### config.mk
export PLATFORM = sky130hd
export DESIGN_NAME = bram_stream_reader
export DESIGN_NICKNAME = d
export VERILOG_FILES = /design/src/rtl/bram_reader_pkg.sv /design/src/rtl/bram_reader_fifo.sv /design/src/rtl/bram_stream_reader.sv
export SDC_FILE = /design/constraint.sdc
export NUM_CORES = 1
export LEC_CHECK = 0
export ABC_AREA = 0
export CAP_MARGIN = 20
export CELL_PAD_IN_SITES_DETAIL_PLACEMENT = 1
export CELL_PAD_IN_SITES_GLOBAL_PLACEMENT = 2
export CORE_ASPECT_RATIO = 0.8
export CORE_MARGIN = 3
export CORE_UTILIZATION = 40
export DETAILED_ROUTE_END_ITERATION = 7
export PLACE_DENSITY = 0.8
export SLEW_MARGIN = 15
export SYNTH_ARGS = -nofsm -noshare
export SYNTH_HDL_FRONTEND = slang
export SYNTH_HIERARCHICAL = 1
export SYNTH_SLANG_ARGS = --single-unit
export TNS_END_PERCENT = 5
### constraint.sdc
create_clock -name clk -period 5.55 [get_ports clk]
set_clock_uncertainty 0.2 [all_clocks]
set_input_delay 0.8325 -clock clk [delete_from_list [all_inputs] [get_ports clk]]
set_output_delay 0.8325 -clock clk [all_outputs]
set_load 0.005 [all_outputs]
### src/rtl/bram_reader_pkg.sv
// rtl/bram_reader_pkg.sv - shared FSM type and pipeline/FIFO sizing for bram_stream_reader
package bram_reader_pkg;

  typedef enum logic [1:0] {
    IDLE,
    READ,
    DRAIN
  } state_t;

  localparam int BRAM_RD_LATENCY = 2;
  localparam int OUT_FIFO_DEPTH  = BRAM_RD_LATENCY + 2;

endpackage

### src/rtl/bram_reader_fifo.sv
// rtl/bram_reader_fifo.sv - small synchronous FIFO with occupancy count for the reader output stage
module bram_reader_fifo #(
  parameter int WIDTH = 65,
  parameter int DEPTH = 4,
  localparam int AW   = $clog2(DEPTH)
) (
  input  logic             clk,
  input  logic             rst_n,
  input  logic             i_push,
  input  logic [WIDTH-1:0] i_wdata,
  input  logic             i_pop,
  output logic [WIDTH-1:0] o_rdata,
  output logic             o_empty,
  output logic [AW:0]      o_count
);

  localparam int CW = AW + 1;

  logic [WIDTH-1:0] r_mem [DEPTH];
  logic [AW-1:0]    r_wptr;
  logic [AW-1:0]    r_rptr;
  logic [AW:0]      r_count;
  logic             w_pop;

  assign w_pop   = i_pop && (r_count != '0);
  assign o_empty = (r_count == '0);
  assign o_count = r_count;
  assign o_rdata = r_mem[r_rptr];

  always_ff @(posedge clk) begin
    if (i_push) begin
      r_mem[r_wptr] <= i_wdata;
    end
  end

  always_ff @(posedge clk or negedge rst_n) begin
    if (!rst_n) begin
      r_wptr  <= '0;
      r_rptr  <= '0;
      r_count <= '0;
    end else begin
      if (i_push) begin
        r_wptr <= r_wptr + AW'(1);
      end
      if (w_pop) begin
        r_rptr <= r_rptr + AW'(1);
      end
      if (i_push && !w_pop) begin
        r_count <= r_count + CW'(1);
      end else if (!i_push && w_pop) begin
        r_count <= r_count - CW'(1);
      end
    end
  end

  // The reader's credit scheme is what keeps this from overflowing.
  a_no_overflow : assert property (@(posedge clk) disable iff (!rst_n)
    !(i_push && !w_pop && (r_count == CW'(DEPTH))));

endmodule

### src/rtl/bram_stream_reader.sv
// rtl/bram_stream_reader.sv - streams LEN BRAM words from a base address as an AXI-Stream packet
// Optional BRAM_READER_PERF_EN adds the stall_cnt backpressure counter output.
module bram_stream_reader
  import bram_reader_pkg::*;
#(
  parameter int DATA_WIDTH = 64,
  parameter int DATA_DEPTH = 2048,
  parameter int ADDR_WIDTH = $clog2(DATA_DEPTH),
  parameter int LEN_WIDTH  = ADDR_WIDTH + 1
) (
  input  logic                  clk,
  input  logic                  rst_n,
  input  logic                  start_valid,
  output logic                  start_ready,
  input  logic [ADDR_WIDTH-1:0] start_addr,
  input  logic [LEN_WIDTH-1:0]  start_len,
  output logic                  bram_en,
  output logic [ADDR_WIDTH-1:0] bram_addr,
  input  logic [DATA_WIDTH-1:0] bram_dout,
  output logic [DATA_WIDTH-1:0] m_axis_tdata,
  output logic                  m_axis_tvalid,
  input  logic                  m_axis_tready,
  output logic                  m_axis_tlast,
  output logic                  done
`ifdef BRAM_READER_PERF_EN
  ,
  output logic [31:0]           stall_cnt
`endif
);

  localparam int CW = $clog2(OUT_FIFO_DEPTH) + 1;
  localparam logic [ADDR_WIDTH-1:0] LAST_ADDR = ADDR_WIDTH'(DATA_DEPTH - 1);

  state_t                     r_state;
  state_t                     w_state_next;
  logic                       r_ready_en;
  logic [ADDR_WIDTH-1:0]      r_cur;
  logic [LEN_WIDTH-1:0]       r_remaining;
  logic [BRAM_RD_LATENCY-1:0] r_pipe;
  logic [BRAM_RD_LATENCY-1:0] r_pipe_last;
  logic                       r_done;

  logic                       w_start_hs;
  logic                       w_issue;
  logic                       w_pop;
  logic                       w_last_pop;
  logic [2:0]                 w_inflight;
  logic [3:0]                 w_occ;
  logic [DATA_WIDTH:0]        w_fifo_rdata;
  logic                       w_fifo_empty;
  logic [CW-1:0]              w_fifo_count;

  assign start_ready = r_ready_en && (r_state == IDLE);
  assign w_start_hs  = start_valid && start_ready;
  assign w_pop       = m_axis_tvalid && m_axis_tready;
  assign w_last_pop  = w_pop && w_fifo_rdata[DATA_WIDTH];

  always_comb begin
    w_inflight = '0;
    for (int i = 0; i < BRAM_RD_LATENCY; i++) begin
      w_inflight = w_inflight + 3'(r_pipe[i]);
    end
  end

  // Every read in flight owns a FIFO slot, so the FIFO can absorb a full stall.
  assign w_occ   = 4'(w_inflight) + 4'(w_fifo_count);
  assign w_issue = (r_state == READ) && (r_remaining != '0) && (w_occ < 4'(OUT_FIFO_DEPTH));

  assign bram_en   = w_issue;
  assign bram_addr = r_cur;

  always_comb begin
    w_state_next = r_state;
    unique case (r_state)
      IDLE:    if (w_start_hs && (start_len != '0)) w_state_next = READ;
      READ:    if (w_issue && (r_remaining == LEN_WIDTH'(1))) w_state_next = DRAIN;
      DRAIN:   if (w_last_pop) w_state_next = IDLE;
      default: w_state_next = IDLE;
    endcase
  end

  always_ff @(posedge clk or negedge rst_n) begin
    if (!rst_n) begin
      r_state     <= IDLE;
      r_ready_en  <= 1'b0;
      r_cur       <= '0;
      r_remaining <= '0;
      r_pipe      <= '0;
      r_pipe_last <= '0;
      r_done      <= 1'b0;
    end else begin
      r_state     <= w_state_next;
      r_ready_en  <= 1'b1;
      r_done      <= (w_start_hs && (start_len == '0)) || w_last_pop;
      r_pipe      <= {r_pipe[BRAM_RD_LATENCY-2:0], w_issue};
      r_pipe_last <= {r_pipe_last[BRAM_RD_LATENCY-2:0],
                      w_issue && (r_remaining == LEN_WIDTH'(1))};
      if (w_start_hs) begin
        r_cur       <= start_addr;
        r_remaining <= start_len;
      end else if (w_issue) begin
        r_cur       <= (r_cur == LAST_ADDR) ? '0 : r_cur + ADDR_WIDTH'(1);
        r_remaining <= r_remaining - LEN_WIDTH'(1);
      end
    end
  end

  bram_reader_fifo #(
    .WIDTH (DATA_WIDTH + 1),
    .DEPTH (OUT_FIFO_DEPTH)
  ) u_fifo (
    .clk     (clk),
    .rst_n   (rst_n),
    .i_push  (r_pipe[BRAM_RD_LATENCY-1]),
    .i_wdata ({r_pipe_last[BRAM_RD_LATENCY-1], bram_dout}),
    .i_pop   (w_pop),
    .o_rdata (w_fifo_rdata),
    .o_empty (w_fifo_empty),
    .o_count (w_fifo_count)
  );

  assign m_axis_tvalid = !w_fifo_empty;
  assign m_axis_tdata  = w_fifo_empty ? '0 : w_fifo_rdata[DATA_WIDTH-1:0];
  assign m_axis_tlast  = !w_fifo_empty && w_fifo_rdata[DATA_WIDTH];
  assign done          = r_done;

`ifdef BRAM_READER_PERF_EN
  logic [31:0] r_stall_cnt;

  always_ff @(posedge clk or negedge rst_n) begin
    if (!rst_n) begin
      r_stall_cnt <= '0;
    end else if (w_start_hs) begin
      r_stall_cnt <= '0;
    end else if (m_axis_tvalid && !m_axis_tready && (r_stall_cnt != '1)) begin
      r_stall_cnt <= r_stall_cnt + 32'd1;
    end
  end

  assign stall_cnt = r_stall_cnt;
`endif

endmodule

-- Word level (Yosys, flattened, before mapping)
Memories as Yosys holds them, arrays and structs flattened.
Cells that the tools add are included.
- memories: 1
- word-level logic and storage cells: 67
- register bits: 38
- bits in writable memories: 260
- memory list (name ; depth ; width ; read ports ; clocked after Yosys merged registers in ; wr ports ; RTL line ; RTL):
    u_fifo.r_mem ; 4 ; 65 ; 1 ; 0 ; 1 ; bram_reader_fifo.sv:19 ; logic [WIDTH-1:0] r_mem [DEPTH];
- mux-type cells: 14
- eq/ne operators: 7
- magnitude comparators: 1
- add/subtract/negate cells: 8
- reduce and logical (&&, ||, !) cells: 26
- operators with widths (kind ; number):
    64-bit two-way mux ; 1
    11-bit two-way mux ; 3
    12-bit two-way mux ; 2
    12-bit nonzero test ; 2
    1-bit logical AND ; 13
    12-bit by 1-bit == test with 1-bit output, second input constant ; 1
    12-bit logical NOT ; 1
    12-bit by 1-bit subtractor with 12-bit output, second input constant ; 1
    11-bit by 1-bit adder with 11-bit output, second input constant ; 1
    11-bit == test, second input constant ; 1
    2-bit two-way mux ; 3
    3-bit two-way mux ; 2
    2-bit case mux with 3 select lines ; 1
    2-bit by 1-bit adder with 2-bit output, second input constant ; 2
    2-bit by 3-bit adder with 4-bit output ; 1
    4-bit by 3-bit less-than comparator with 1-bit output, second input constant ; 1
    2-bit by 1-bit inequality test with 1-bit output, second input constant ; 2
    2-bit nonzero test ; 2
    3-bit by 1-bit adder with 3-bit output, second input constant ; 1
    1-bit logical NOT ; 3
    3-bit logical NOT ; 1
    3-bit AND reduction ; 1
    3-bit nonzero test ; 1
    3-bit by 1-bit subtractor with 3-bit output, second input constant ; 1
    other kinds (7) ; 8

-- Logic depth before layout (Yosys ltp)
Gate-level depths: netlist of run 1.
- word-level depth: 7
- mapped depth: 11
- depth with buffers taken out: 10

-- Modules after synthesis
The synthesis of run 1 kept the hierarchy.
- by module, submodules not included (module ; cells each ; area an instance (um^2) ; times used ; seq. area each (um^2)):
    bram_reader_fifo ; 374 ; 9806.9 ; 1 ; 7982.7
    bram_stream_reader ; 250 ; 2217.1 ; 1 ; 775.7

-- Least setup slack after synthesis of run 1
No wires, ideal clock.
- path type: flip-flop to flip-flop
- start point: register u_fifo.r_wptr[0]
- end point: memory u_fifo.r_mem[2][0] (enable)
- slack: 2.772 ns
- stages on the path, launching flop included: 4
- path buffers: 0
- data arrival time: 2.149 ns
- clock period less this slack: 2.778 ns
- cell sequence: dfrtp_1 -> inv_1 -> ha_1 -> and2_1
- RTL lines (element ; RTL line ; RTL):
    start, declared ; bram_reader_fifo.sv:20 ; logic [AW-1:0] r_wptr;
    start signal, assigned ; bram_reader_fifo.sv:43 ; r_wptr <= r_wptr + AW'(1);
    end, declared ; bram_reader_fifo.sv:19 ;
Straight into the memory's write port.

-- Worst setup path after layout of run 1
- start point: register r_remaining[4]
- end point: output port bram_en
- cells in the longest elaborated chain, start to end: 3
- RTL lines (element ; RTL line ; RTL):
    start, declared ; bram_stream_reader.sv:38 ; logic [LEN_WIDTH-1:0] r_remaining;
    start signal, assigned ; bram_stream_reader.sv:100 ; r_remaining <= start_len;
    start signal, assigned ; bram_stream_reader.sv:103 ; r_remaining <= r_remaining - LEN_WIDTH'(1);
    12-bit nonzero test ; bram_stream_reader.sv:67 ; assign w_issue = (r_state == READ) && (r_remaining != '0) && (w_occ < 4'(OUT_FIFO_DEPTH));
    1-bit logical AND (2 in a row) ; bram_stream_reader.sv:67 ;
    end, declared ; bram_stream_reader.sv:17 ; output logic bram_en,
Every way passes these cells.

==> metrics, run 1 <==
vias per cell 5.336; outcome completed; crit end category primary output; Max Buffers Root-to-Sink 3; yosys warns 6; Most used DFF post-synth edfxtp_1; Post-Syn Area 12020 µm²; Slew Viols, Final 0; critical path launch point type flop; max cap viols 0; Yosys cell types 63; Placed Cells 1146; RSZ-0062 raised after global routing false; drt first pass iters 4; Routed Antenna Nets 0; CTS root buf clkbuf_16; first-pass GRT wire length 41750 µm; ANT cells 0; Max Freq 0.2419 GHz; Design Area, Final 14990 µm²; register area share after synthesis 0.7284; ys async rst share 0.1275; syn_area_per_cell 19.27 µm²; TritonCTS clock tree built; Setup Viol. Count Final 0; crit share post-route 0.7450; Post-DP HPWL 16470 µm; # hold bufs at CTS 0; internal power 0.005715 W; H-tree depth 1; Clock power frac 0.236; Num CTS Buffers 30; Pwr Density 538.3 nW/µm²; post-synthesis cell count 624; GPL Wtd Cong 0.7481; Worst Slack Setup Final 1.415 ns; share of total power in combinational logic 0.337; critical path required time 4.52 ns; share of layout cells above drive strength 1 0.1663; routed length per placed instance 22.13 µm; CTS clk-pin slew, worst paths 0.06 ns; vias in the first global route 7165; Die Wd 199.8 µm; Sink Count 298; Min-Delay Path Class flop to flop; Worst Path Class, Setup flop to primary output; data arrival time of the worst path 3.10 ns; crit-path max FO 12; GRT Util Overall 0.1670; Seq pwr share 0.426; placed inst area 14040 µm²; switching power share of the total 0.2916; count of input and output buffers 170; die area 32190 µm²; actual transition at the worst max-transition pin 1.085 ns; Max VDD drop 0.2918 mV; P&R area growth vs syn 24.63%; Starting Density 0.4086; via count 6408; Resized Gates After CTS 0; Fin Hold WS 0.1705 ns; Switch Pwr 0.002353 W; total congestion overflow 0; Initial DRC Count 386; die height 161.1 µm; Setup TNS Final 0 ns; I/O Pins 171; Clk Latency, worst-skew pair 0.56 ns; EDFF count, synth 260; core area 29430 µm²; Mapped Nets 726; most common cell after layout, fill and taps aside edfxtp_1; drt drc 0; detailed-route wire length 26580 µm; Period minus WS final 4.135 ns; Final Hold Viols 0; most frequent cells in the layout edfxtp_1 (260), clkdlybuf4s50_1 (170), nor2b_1 (66); Rel. slew slack 0.2770; largest net degree at the start of global routing 67; Leak Pwr 4.993 nW; Post-CTS Setup Bufs 0; Post-Layout Cell Count 1201; multi-input logic area 3022 µm²; area occupied by registers 8766 µm²; std cell rows 56; final net count 903; pre-CTS WS 1.909 ns; fill count 2740; Seq cells post-synth 298; initial antenna violation count 2
## worst max-delay path, stage by stage, from the launching register on
cell	delay, ns
dfrtp_1	0.43
or4_4	0.54
or3_4	0.44
o21ai_4	0.39
inv_2	0.23
clkdlybuf4s50_1	0.50
## metrics by stage
step	total power [W]	utilization
finish	0.008067	0.5092
floorplan	0.004911	-
global route	0.008531	0.5092
global placement	0.006178	0.4771
CTS	0.008208	0.5092
detailed placement	0.006272	0.4771
## Yosys cell counts, types with 8 or more instances
master	instances	area share
nand2_1	22	0.0069
edfxtp_1	260	0.65
ha_1	10	0.010
dfrtp_1	38	0.079
mux4_2	65	0.12
clkbuf_1	11	0.0034
inv_1	9	0.0028
xor2_1	8	0.0058
nor3_1	8	0.0033
nor2_1	8	0.0025
nor2b_1	66	0.034
o211ai_1	9	0.0056
## area by class of cell
type                       instances  area share
clock buffer                      37     0.05385
clock inverter                    18    0.009184
inverter                          10    0.002505
multi-input combinational        287      0.2016
sequential                       298      0.5850
tap                              377     0.03148
timing repair buffer             174      0.1164
## layer usage
layer | vias up | GRT usage | part of all wire
met5 | - | 0 | 0.0013
met2 | 188 | 0.2796 | 0.49
met1 | 3335 | 0.2344 | 0.45
met3 | 38 | 0.03003 | 0.045
li1 | 2843 | - | -
met4 | 4 | 0.03012 | 0.015
## flip-flops by register name, summed over array words and instances, names as in the netlist
register and flops:
r_pipe 2, u_fifo/r_rptr 2, u_fifo/o_count 3, r_ready_en 1, done 1, u_fifo/r_wptr 2, bram_addr 11, r_remaining 12
r_state 2, r_pipe_last 2, u_fifo/r_mem 260
## worst paths after layout
kind | start | endpoint | slack (ns) | cells after the start
max in group asynchronous | rst_n | u_fifo/r_rptr[1] | 4.21 | 2
max reg2reg | u_fifo/o_count[1] | u_fifo/o_count[2] | 2.38 | 10
min | r_pipe_last[0] | r_pipe_last[1] | 0.17 | 0
max | r_remaining[4] | bram_en | 1.42 | 5
min reg2reg | r_pipe_last[0] | r_pipe_last[1] | 0.17 | 0
min in group asynchronous | rst_n | r_remaining[4] | 0.53 | 2
## power by group through the flow
stage | clock (W) | combinational [W] | sequential (W)
after floorplan | 0 | 0.00169 | 0.00322
after global placement | 0 | 0.00273 | 0.00345
after detailed placement | 0 | 0.00277 | 0.00350
after CTS | 0.00196 | 0.00278 | 0.00346
after global routing | 0.00206 | 0.00295 | 0.00352
final | 0.00191 | 0.00272 | 0.00344
## cell families (layout without fill, tap and decap cells)
family          count (synthesis)  count (layout)  synth area share
other cells                     1               1         0.0003119
xor+xnor                       11              11          0.008013
compound gates                 50              50           0.03382
buf+inv                        39             239           0.02112
mux                            69              69            0.1252
fa+ha+maj                      11              11           0.01207
simple gates                  145             145           0.07107
flops                         298             298            0.7284
No activity file was read; power rests on OpenSTA's default activity.
==> run 2: changes to the inputs <==
==> constraint.sdc (replaced) <==
create_clock -name clk -period 4 [get_ports clk]
set_clock_uncertainty 0.2 [all_clocks]
set_input_delay 0.6 -clock clk [delete_from_list [all_inputs] [get_ports clk]]
set_output_delay 0.6 -clock clk [all_outputs]
set_load 0.005 [all_outputs]
==> metrics, run 2 (synthesis gave the netlist of run 1 again) <==
outcome completed (unchanged); I/O Pins 171 (unchanged); GRT Util Overall 0.1695 (was 0.1670); crit share post-route 0.9516; CTS clk-pin slew, worst paths 0.06 ns (about the same); M3 GR Usage 0.04484 (was 0.03003); Post-DP HPWL 16920 µm (was 16470 µm); core area 29430 µm² (unchanged); Period minus WS final 3.807 ns; highest cell delay on the worst timing path 0.54 ns (about the same); H-tree depth 2 (was 1); critical path required time 3.20 ns (was 4.52 ns); Sink Count 298 (unchanged); Min-Delay Path Class flop to flop (unchanged); Slew Viols, Final 0 (unchanged); Setup Viol. Count Final 0 (unchanged); initial antenna violation count 3 (was 2); via count 6478 (was 6408); first-pass GRT wire length 42030 µm (was 41750 µm); P&R area growth vs syn 27.38% (was 24.63%); Rel. slew slack 0.2680 (was 0.2770); Setup TNS Final 0 ns (unchanged); slowest stage cell on the critical path or4_4 (unchanged); share of layout cells above drive strength 1 0.1780 (was 0.1663); crit end category primary output (unchanged); Max VDD drop 0.2985 mV (was 0.2918 mV); worst-path cell chain or4_4, or3_4, o21ai_4, inv_2, clkdlybuf4s50_1 (unchanged); GRT Max-Usage Layer met2 (unchanged); Max Buffers Root-to-Sink 3 (unchanged); most frequent cells in the layout edfxtp_1 (260), clkdlybuf4s50_1 (170), nor2b_1 (66) (unchanged); ANT cells 0 (unchanged); Max Freq 0.2627 GHz; Critical Path Start r_remaining[4] (unchanged); largest net degree at the start of global routing 66 (was 67); die height 161.1 µm (unchanged); Leak Pwr 5.151 nW (was 4.993 nW); CTS root buf clkbuf_16 (unchanged); Clk Latency, worst-skew pair 0.50 ns (was 0.56 ns); Fin Hold WS 0.1637 ns (was 0.1705 ns); Top reg by flops u_fifo/r_mem (unchanged); Hold Path Origin r_pipe_last[0] (unchanged); die area 32190 µm² (unchanged); Post-CTS Setup Bufs 0 (unchanged); routing usage on met2 0.2749 (was 0.2796); total congestion overflow 0 (unchanged); drt first pass iters 4 (unchanged); Pwr Density 778.4 nW/µm² (was 538.3 nW/µm²); count of input and output buffers 170 (unchanged); critical path launch point type flop (unchanged); # hold bufs at CTS 0 (unchanged); actual transition at the worst max-transition pin 1.098 ns (was 1.085 ns); CP bufs+invs 2 (unchanged); grt met1 use 0.2333 (was 0.2344); RSZ-0062 raised after global routing false (unchanged); Largest register FFs 260 (unchanged); Worst Path Class, Setup flop to primary output (unchanged); most common cell after layout, fill and taps aside edfxtp_1 (unchanged); Final Hold Viols 0 (unchanged); Num CTS Buffers 34 (was 30); vias in the first global route 7160 (was 7165); GPL Wtd Cong 0.7977 (was 0.7481); detailed-route wire length 27190 µm (was 26580 µm); Initial DRC Count 400 (was 386); Resized Gates After CTS 0 (unchanged); Crit path max-delay family simple AND/OR/NAND/NOR gates (unchanged); Reg2Reg Launch Point r_remaining[4] (was u_fifo/o_count[1]); Die Wd 199.8 µm (unchanged); Routed Antenna Nets 0 (unchanged); routed length per placed instance 22.39 µm (was 22.13 µm); final net count 913 (was 903); vias per cell 5.336 (about the same); crit-path max FO 12 (unchanged); drt drc 0 (unchanged); data arrival time of the worst path 3.01 ns (was 3.10 ns); std cell rows 56 (unchanged); max cap viols 0 (unchanged); Starting Density 0.4086 (unchanged); TritonCTS clock tree built (unchanged)
[run 2: cell count changes in the layout (fill, tap and decap cells not counted), moves of 2 or more]
cell       before  now
buf_4           3    7
clkbuf_16      30   35
clkinv_8        0    2
clkinv_2       11    7
clkbuf_8        3    1
bufinv_16       1    7
[run 2: through the flow]
step | cell area (µm²) | util | instances | total power [W] | setup slack [ns]
3_5_place_dp | 14110 | 0.4793 | 1152 | 0.008769 | 0.7274
2_1_floorplan | 12020 | - | 624 | 0.006813 | 1.222
6_report | 15320 | 0.5205 | 1214 | 0.01192 | 0.1934
4_1_cts | 15320 | 0.5205 | 1214 | 0.01213 | 0.1811
5_1_grt | 15320 | 0.5205 | 1214 | 0.01257 | 0.08345
3_3_place_gp | 14090 | 0.4788 | 1151 | 0.008592 | 0.7971
[run 2: metal layers]
layer	part of all wire	wire (µm)
met4	0.016	435
met1	0.45	12110
met3	0.064	1749
met5	0.0016	44
met2	0.47	12850
[run 2: path summary, 6_finish.rpt]
kind	endpoint	slack, ns	cells past startpoint
max in group asynchronous	bram_addr[1]	2.67	3
worst max-delay path	bram_en	0.19	5
worst min register to register	r_pipe_last[1]	0.16	0
min in group asynchronous	done	0.21	1
worst min-delay path	r_pipe_last[1]	0.16	0
worst max register to register	bram_addr[8]	1.19	6
[run 2: where the power goes]
group | leakage (nW) | total, W | internal, W | switching (W)
clock | 0.595 | 0.00329 | 0.00208 | 0.00121
combinational | 1.74 | 0.00391 | 0.00225 | 0.00166
sequential | 2.81 | 0.00472 | 0.00421 | 0.000507
total | 5.15 | 0.0119 | 0.00855 | 0.00338
[run 2: cell type report]
type                       count  area (µm²)
fill                        2688       14110
sequential                   298        8766
multi-input combinational    287        3022
timing repair buffer         180        1809
clock buffer                  41       908.4
tap                          377       471.7
clock inverter                21       301.5
inverter                      10       37.54
==> run 3: changes to the inputs <==
--- a/config.mk
+++ b/config.mk
@@ -13,10 +13,10 @@
 export CORE_MARGIN = 3
 export CORE_UTILIZATION = 40
 export DETAILED_ROUTE_END_ITERATION = 7
-export PLACE_DENSITY = 0.8
+export GPL_TIMING_DRIVEN = 0
+export PLACE_DENSITY = 0.81
 export SLEW_MARGIN = 15
 export SYNTH_ARGS = -nofsm -noshare
 export SYNTH_HDL_FRONTEND = slang
-export SYNTH_HIERARCHICAL = 1
 export SYNTH_SLANG_ARGS = --single-unit
 export TNS_END_PERCENT = 5
==> metrics, run 3 <==
total congestion overflow 0 (unchanged); placed inst area 14180 µm² (was 14110 µm²); reg2reg path depth 10 (was 6); Placed Cells 1180 (was 1152); top-count cell post-synth edfxtp_1 (unchanged); Post-DP HPWL 17770 µm (was 16920 µm); Max VDD drop 0.4146 mV (was 0.2985 mV); core area 28770 µm² (was 29430 µm²); outcome completed (unchanged); Rel. slew slack 0.5414 (was 0.2680); largest net degree at the start of global routing 36 (was 66); Max Buffers Root-to-Sink 3 (unchanged); max cap viols 0 (unchanged); critical path launch point type flop (unchanged); Clk Latency, worst-skew pair 0.54 ns (was 0.50 ns); drt first pass iters 4 (unchanged); ys async rst share 0.1275 (unchanged); Fin Hold WS 0.1556 ns (was 0.1637 ns); pre-CTS WS 0.5781 ns (was 0.7274 ns); std cell rows 55 (was 56); via count 6469 (was 6478); Max Freq 0.2669 GHz (was 0.2627 GHz); slowest stage cell on the critical path dfrtp_1 (was or4_4); die height 160.3 µm (was 161.1 µm); Post-CTS Setup Bufs 0 (unchanged); drt drc 0 (unchanged); first-pass GRT wire length 41800 µm (was 42030 µm); I/O Pins 171 (unchanged); Slew Viols, Final 0 (unchanged); CTS root buf clkbuf_16 (unchanged); share of layout cells above drive strength 1 0.1528 (was 0.1780); P&R area growth vs syn 26.85% (was 27.38%); detailed-route wire length 27070 µm (was 27190 µm); Seq cells post-synth 298 (unchanged); Pwr Density 744.8 nW/µm² (was 778.4 nW/µm²); highest cell delay on the worst timing path 0.73 ns (was 0.54 ns); ANT cells 0 (unchanged); Worst Slack Setup Final 0.2540 ns (was 0.1934 ns); vias in the first global route 7106 (was 7160); crit share post-route 0.9365 (was 0.9516); die area 31880 µm² (was 32190 µm²); TritonCTS clock tree built (unchanged); Reg2Reg Launch Point u_fifo.o_count[0] (was r_remaining[4]); crit-path max FO 12 (unchanged); syn_area_per_cell 18.74 µm² (was 19.27 µm²); worst-path cell chain clkbuf_1, mux4_2, and2_1, clkdlybuf4s50_1 (was or4_4, or3_4, o21ai_4, inv_2, clkdlybuf4s50_1); Most used DFF post-synth edfxtp_1 (unchanged); Synth top cells by count edfxtp_1 (260), and2_1 (71), mux4_2 (65), dfrtp_1 (38), nand2_1 (26) (was edfxtp_1 (260), nor2b_1 (66), mux4_2 (65), dfrtp_1 (38), nand2_1 (22)); Crit Reg-Reg Endpoint u_fifo.o_count[2] (was bram_addr[8]); Leak Pwr 4.975 nW (was 5.151 nW); CTS clk-pin slew, worst paths 0.06 ns (about the same); Top reg by flops u_fifo.r_mem (was u_fifo/r_mem); dominant cell type by area after synthesis edfxtp_1 (unchanged); most common cell after layout, fill and taps aside edfxtp_1 (unchanged); Design Area, Final 15100 µm² (was 15320 µm²); Starting Density 0.4138 (was 0.4086); Yosys cell types 43 (was 63); Mapped Nets 737 (was 726); Num CTS Buffers 30 (was 34); Sink Count 298 (unchanged); vias per cell 5.242 (was 5.336); WHS Path Cells 0 (unchanged); register area share after synthesis 0.7358 (was 0.7284); critical path required time 3.20 ns (about the same); Routed Antenna Nets 0 (unchanged); yosys warns 0 (was 6); reg2reg setup slack 1.16 ns (was 1.19 ns); data arrival time of the worst path 2.95 ns (was 3.01 ns); actual transition at the worst max-transition pin 0.6880 ns (was 1.098 ns); routed length per placed instance 21.93 µm (was 22.39 µm); Min-Delay Path Class flop to flop (unchanged); Synth area leaders edfxtp_1 (66%), mux4_2 (12%), dfrtp_1 (8.0%) (was edfxtp_1 (65%), mux4_2 (12%), dfrtp_1 (7.9%)); Post-Syn Area 11900 µm² (was 12020 µm²); initial antenna violation count 3 (unchanged); EDFF count, synth 260 (unchanged); Critical Path Start u_fifo.r_rptr[1] (was r_remaining[4]); GRT Util Overall 0.1682 (was 0.1695); Initial DRC Count 330 (was 400); Final Hold Viols 0 (unchanged); Setup Viol. Count Final 0 (unchanged); final net count 944 (was 913); Worst Path Class, Setup flop to primary output (unchanged); Largest register FFs 260 (unchanged); crit end category primary output (unchanged); Post-Layout Cell Count 1234 (was 1214); Setup TNS Final 0 ns (unchanged); RSZ-0062 raised after global routing false (unchanged); post-synthesis cell count 635 (was 624); Yosys top cell area share 0.6559 (was 0.6493); most frequent cells in the layout edfxtp_1 (260), clkdlybuf4s50_1 (169), and2_1 (67) (was edfxtp_1 (260), clkdlybuf4s50_1 (170), nor2b_1 (66)); CP endpoint m_axis_tdata[4] (was bram_en); count of input and output buffers 170 (unchanged); Die Wd 198.9 µm (was 199.8 µm); Period minus WS final 3.746 ns (was 3.807 ns); H-tree depth 1 (was 2); GPL Wtd Cong 0.8262 (was 0.7977)
-- run 3: cell count changes in the layout (fill, tap and decap cells not counted), sizes merged, moves of 6 or more --
cell and delta:
nor2b -66, o21ai +8, nand3 +6, xor2 +6
bufinv -6, clkbuf +19, and2 +64, nand4 +6
-- run 3: area by class of cell --
type                            count  area (µm²)
Clock inverter                     16       100.1
Sequential cell                   298        8758
Tap cell                          370       462.9
Fill cell                        2685       13670
Timing Repair Buffer              176        1814
Buffer                             31       141.4
Inverter                            9       33.78
Multi-Input combinational cell    296        2985
Clock buffer                       38       802.0
-- run 3: worst min path at each step --
stage	start	slack (ns)	endpoint
3_3_place_gp	r_pipe_last[0]	0.14	r_pipe_last[1]
3_5_place_dp	r_pipe_last[0]	0.14	r_pipe_last[1]
2_1_floorplan	rst_n	0.10	bram_addr[0]
6_report	r_pipe_last[0]	0.16	r_pipe_last[1]
4_1_cts	r_pipe_last[0]	0.15	r_pipe_last[1]
5_1_grt	r_pipe_last[0]	0.17	r_pipe_last[1]
-- run 3: metrics by stage --
stage,util,power [W]
finish,0.5249,0.01125
detailed placement,0.4930,0.008806
floorplan,-,0.006666
global placement,0.4890,0.008650
global route,0.5249,0.01189
CTS,0.5247,0.01144
-- run 3: timing repair --
| action | 4_1_cts | 5_1_grt |
|---|---|---|
| endpoints found under the hold margin | 38 | 0 |
| gates resized for setup | 1 | 5 |
| setup endpoints to repair | 6 | 37 |
| hold buffers | 1 | 0 |
-- run 3: logic make-up after synthesis --
| family | synth area share |
|---|---|
| flip-flops | 0.7358 |
| multiplexers | 0.1239 |
| XOR/XNOR | 0.01545 |
| AO/OA/AOI/OAI | 0.02124 |
| AND/OR/NAND/NOR | 0.07684 |
| adder cells (fa/ha/maj) | 0.01219 |
| buffers and inverters | 0.01419 |
| other | 0.0003151 |
-- run 3: worst max-delay path, delay by kind of cell, from the launching register on --
family | cells | cell delay [ns]
buffers and inverters | 2 | 1.03
DFF | 1 | 0.73
muxes | 1 | 0.44
and+or+nand+nor | 1 | 0.19
-- run 3: report_power, final --
group,internal [W],switching (W),leakage [nW]
combinational,0.00231,0.00185,1.72
sequential,0.00419,0.000298,2.81
clock,0.00147,0.00112,0.439
total,0.00798,0.00327,4.98
-- run 3: layer usage --
metal,global-route usage,part of all wire,up-vias
met5,0,0.0013,-
met1,0.2349,0.44,3363
met3,0.03272,0.049,37
met4,0.03289,0.018,6
li1,-,-,2916
met2,0.2792,0.49,147
